==> config.mk <==
export PLATFORM = sky130hd
export DESIGN_NAME = if_id_skid_stage
export DESIGN_NICKNAME = d
export VERILOG_FILES = /design/src/rtl/riscv_pkg.sv /design/src/rtl/dffe_sync.sv /design/src/rtl/if_id_skid_stage.sv
export SDC_FILE = /design/constraint.sdc
export NUM_CORES = 1
export LEC_CHECK = 0
export ABC_CLOCK_PERIOD_IN_PS = 2200
export CELL_PAD_IN_SITES_DETAIL_PLACEMENT = 1
export CELL_PAD_IN_SITES_GLOBAL_PLACEMENT = 1
export CORE_MARGIN = 2
export CORE_UTILIZATION = 38
export DETAILED_ROUTE_END_ITERATION = 6
export PLACE_DENSITY = 0.83
export RECOVER_POWER = 50
export SYNTH_ARGS = -nofsm -noshare
export SYNTH_HDL_FRONTEND = slang
export SYNTH_HIERARCHICAL = 1
export SYNTH_SLANG_ARGS = --single-unit
==> constraint.sdc <==
create_clock -name clk -period 2.2 [get_ports clk]
set_input_delay 0.55 -clock clk [delete_from_list [all_inputs] [get_ports clk]]
set_output_delay 0.55 -clock clk [all_outputs]
set_load 0.01 [all_outputs]
==> src/rtl/riscv_pkg.sv <==
// Shared RISC-V core types and constants.
// Also holds the fetch/decode boundary word and the skid-stage occupancy encoding.
package riscv_pkg;

    localparam int unsigned XLEN = 32;
    localparam int unsigned ILEN = 32;

    localparam logic [ILEN-1:0] NOP_INSTR = 32'h00000013;

    typedef struct packed {
        logic [XLEN-1:0] pc;
        logic [ILEN-1:0] instr;
    } if_id_t;

    // Occupancy as {main_valid, skid_valid}; 2'b01 is unreachable.
    typedef enum logic [1:0] {
        StEmpty = 2'b00,
        StBusy  = 2'b10,
        StFull  = 2'b11
    } skid_state_e;

endpackage

==> src/rtl/dffe_sync.sv <==
// Enable register with synchronous active-high reset to zero.
module dffe_sync #(
    parameter int unsigned Width = 1
) (
    input  logic             clk,
    input  logic             rst,
    input  logic             en,
    input  logic [Width-1:0] d,
    output logic [Width-1:0] q
);

    always_ff @(posedge clk) begin
        if (rst) begin
            q <= '0;
        end else if (en) begin
            q <= d;
        end
    end

endmodule

==> src/rtl/if_id_skid_stage.sv <==
// Fetch-to-decode pipeline register with a one-entry skid buffer.
// in_ready comes straight from the skid valid flop, so decode stalls never reach fetch combinationally.
module if_id_skid_stage #(
    parameter int unsigned XLEN = riscv_pkg::XLEN,
    parameter int unsigned ILEN = riscv_pkg::ILEN
) (
    input  logic            clk,
    input  logic            rst,
    input  logic            flush,
    input  logic            in_valid,
    output logic            in_ready,
    input  logic [XLEN-1:0] in_pc,
    input  logic [ILEN-1:0] in_instr,
    output logic            out_valid,
    input  logic            out_ready,
    output logic [XLEN-1:0] out_pc,
    output logic [ILEN-1:0] out_instr
);

    import riscv_pkg::*;

    localparam int unsigned PayW = XLEN + ILEN;

    logic            main_valid_q, main_valid_d;
    logic            skid_valid_q, skid_valid_d;
    logic [PayW-1:0] main_q, main_d;
    logic [PayW-1:0] skid_q;
    logic            main_load, skid_load;
    logic            in_fire, out_fire;
    skid_state_e     state;

    assign in_ready  = !skid_valid_q;
    assign out_valid = main_valid_q;
    assign out_pc    = main_q[PayW-1:ILEN];
    assign out_instr = main_q[ILEN-1:0];

    assign in_fire  = in_valid && in_ready;
    assign out_fire = main_valid_q && out_ready;

    always_comb begin
        state        = skid_state_e'({main_valid_q, skid_valid_q});
        main_load    = 1'b0;
        skid_load    = 1'b0;
        main_valid_d = 1'b0;
        skid_valid_d = 1'b0;
        main_d       = {in_pc, in_instr};

        case (state)
            StEmpty: begin
                main_load    = in_fire;
                main_valid_d = in_fire;
            end
            StBusy: begin
                main_load    = in_fire && out_fire;
                skid_load    = in_fire && !out_fire;
                main_valid_d = in_fire || !out_fire;
                skid_valid_d = in_fire && !out_fire;
            end
            StFull: begin
                main_d       = skid_q;
                main_load    = out_fire;
                main_valid_d = 1'b1;
                skid_valid_d = !out_fire;
            end
            default: begin
                // Unreachable encoding: fall back to empty.
                main_valid_d = 1'b0;
                skid_valid_d = 1'b0;
            end
        endcase

        // Redirect drops everything held; payload flops keep their stale contents.
        if (flush) begin
            main_load    = 1'b0;
            skid_load    = 1'b0;
            main_valid_d = 1'b0;
            skid_valid_d = 1'b0;
        end
    end

    dffe_sync #(.Width(1)) u_main_valid (
        .clk (clk),
        .rst (rst),
        .en  (1'b1),
        .d   (main_valid_d),
        .q   (main_valid_q)
    );

    dffe_sync #(.Width(1)) u_skid_valid (
        .clk (clk),
        .rst (rst),
        .en  (1'b1),
        .d   (skid_valid_d),
        .q   (skid_valid_q)
    );

    dffe_sync #(.Width(PayW)) u_main_payload (
        .clk (clk),
        .rst (rst),
        .en  (main_load),
        .d   (main_d),
        .q   (main_q)
    );

    dffe_sync #(.Width(PayW)) u_skid_payload (
        .clk (clk),
        .rst (rst),
        .en  (skid_load),
        .d   ({in_pc, in_instr}),
        .q   (skid_q)
    );

endmodule

==> flow_summary.yaml <==
clocking:
  insertion_delay_ns: 0.42
  post_cts_buffers: 0
  clockBufferDepth: 2
  cts_tree: "yes"
  cts_hold_buffers: 0
  postCtsResizedCells: 0
  path_clk_slew_ns: 0.05
  root_buffer: "clkbuf_16"
  cts_htree_levels: 4
  cts_buffers: 17
  clock_sinks: 130
place:
  hpwl_um: 9720
  port_buffers: 134
  gp_congestion: 0.711
floorplan:
  io_pins: 135
  die_w_um: 125
  start_util_pct: 38.5
  die_area_um2: 15600
  core-area_um2: 14400
  die_h_um: 125
  num_rows: 44
global_routing:
  grt_first_pass_wirelength_um: 23400
  grt_overflow: 0
  first_global_vias: 4527
  antenna_found_initial: 0
  grt_max_degree: 65
  track_usage_pct: 18.9
status:
  outcome: "completed"
worst_setup_path:
  r2r-end: "u_skid_payload/q[2]"
  reg2reg_from: "u_main_valid/q"
  path_class: "input pin to flop"
  r2r_setup_slack_ns: 0.30
  critPathArrivalTime_ns: 2.36
  reg2reg_depth: 6
  cp_max_fo: 8
  worstPathRequired_ns: 2.49
  end_kind: "flop"
  crit_path_start_kind: "input pin"
power_and_ir_drop:
  power.switching_uw: 1250
  combPwrFrac_pct: 10.0
  seqPwrFrac_pct: 42.1
  powerDensity_nw_per_um2: 766
  intPower_uw: 4600
  p_leak_uw: 0.00301
  clock_power_share_pct: 47.9
  vdd_ir_drop_max_v: 0.000466
  switching_share_pct: 21.4
synthesis:
  yosysSeqAreaShare_pct: 46.9
  synth.top_cell.area_share_pct: 46.9
  synthTopCellsByArea: "dfxtp_1 (47%), mux2i_1 (23%), mux2_2 (12%)"
  syn_avg_cell_area_um2: 11.1
  yosys.area.top_type: "dfxtp_1"
  ys_warn_count: 6
  yosysUniqueCellTypes: 20
  syn_inst: 501
  ys_ff_latch: 130
  syn_area_um2: 5550
min_path:
  hold_class: "input pin to flop"
  whs_path_depth: 2
  min_to: "u_main_payload/q[2]"
  min_from: "rst"
timing:
  hold_ws_ns: 0.486
  setup_viol: 0
  finalClockSkew_ns: 0.00505
  fmax_mhz: 483
  finalHoldViolations: 0
  maxSlewViolCount: 0
  rsz0062_at_grt: "no"
  fin_setup_tns_ns: 0
  min_period_ns: 2.07
  post-route-period-util_pct: 94.0
layout:
  final-seq-area_um2: 2600
  layout.cells.most_common: "nor2_1"
  finalNetCount: 710
  multi_input_area_um2: 2610
  layout_common_cells: "nor2_1 (131), mux2i_1 (130), dfxtp_1 (130)"
  fillers: 1537
  layout-drive-gt1-share_pct: 16.7
  area.growth.synth_to_final_pct: 37.5
  antenna_cells: 0
route:
  vias: 4070
  ant_nets: 0
  totalWireLength_um: 14400
  wl_per_cell_um: 17.2
  drc: 0
  viasPerCell: 4.86
  first_pass_iters: 4
  drt_iter0_drc: 136
run:
  cap_violations: 0
==> worst max-delay path, cell delays in order <==
cell and delay (ns):
dlygate4sd3_1 0.58, nor4_1 0.36, buf_4 0.24, clkbuf_2 0.29
mux2i_1 0.25, nor2_1 0.08
==> state kept, by name, indices dropped and copies added, names as in the netlist <==
signal,count
u_main_valid/q,1
u_skid_valid/q,1
u_skid_payload/q,64
u_main_payload/q,64
==> metal layers <==
layer	global-route usage (%)	up-vias	routed length [µm]
met4	6.27	0	159
li1	-	1976	-
met3	5.58	11	704
met2	33.0	103	7200
met5	0	-	0
met1	22.2	1980	6320
==> cell families after synthesis <==
kind of cell,after synthesis,synth area share [%]
other,1,0.0675
AND/OR/NAND/NOR,138,9.78
buffers and inverters,36,6.26
multiplexers,194,36.7
AO/OA/AOI/OAI,2,0.293
flip-flops,130,46.9
==> how the worst max path moves through the flow <==
stage                   start                    to  slack (ns)
5_1_grt             out_ready   u_skid_payload/q[2]        0.03
2_1_floorplan       out_ready  u_skid_payload/q[10]        0.55
3_3_place_gp            flush  u_main_payload/q[33]        0.01
4_1_cts        u_skid_valid/q              in_ready        0.13
6_report                flush   u_skid_payload/q[2]        0.13
3_5_place_dp            flush  u_main_payload/q[36]       -0.11
==> metrics by stage <==
step / power (µW) / worst slack [ns] / cell area (µm²) / util, % / std cells
3_3_place_gp: 3090 / 0.0103 / 7070 / 49.0 / 806
4_1_cts: 5950 / 0.126 / 7660 / 53.1 / 838
5_1_grt: 6090 / 0.0319 / 7630 / 52.9 / 838
3_5_place_dp: 3110 / -0.114 / 7070 / 49.0 / 806
6_report: 5850 / 0.132 / 7630 / 52.9 / 838
2_1_floorplan: 2790 / 0.552 / 5560 / - / 502
==> synthesized netlist by cell type (all sizes together) <==
cell type    n
nand2b       2
nor2       131
o32ai        1
nor2b        1
nor3b        1
nand2        1
mux2        64
clkbuf       8
and2b        1
o21bai       1
nor4         1
conb         1
inv          2
mux2i      130
buf         26
dfxtp      130
==> power groups by stage <==
| stage | Clock (µW) | Combinational [µW] | Sequential (µW) |
|---|---|---|---|
| final | 2800 | 583 | 2460 |
| after CTS | 2880 | 609 | 2470 |
| after detailed placement | 0 | 601 | 2510 |
| after global placement | 0 | 578 | 2510 |
| after global routing | 3000 | 629 | 2470 |
| after floorplan | 0 | 254 | 2530 |
==> layout make-up <==
type / instances / area share, %
Inverter: 2 / 0.0983
Timing Repair Buffer: 154 / 20.9
Clock inverter: 5 / 1.31
Tap cell: 184 / 3.02
Clock buffer: 27 / 6.33
Multi-Input combinational cell: 336 / 34.2
Sequential cell: 130 / 34.1
Power figures use the tool's default switching activity.
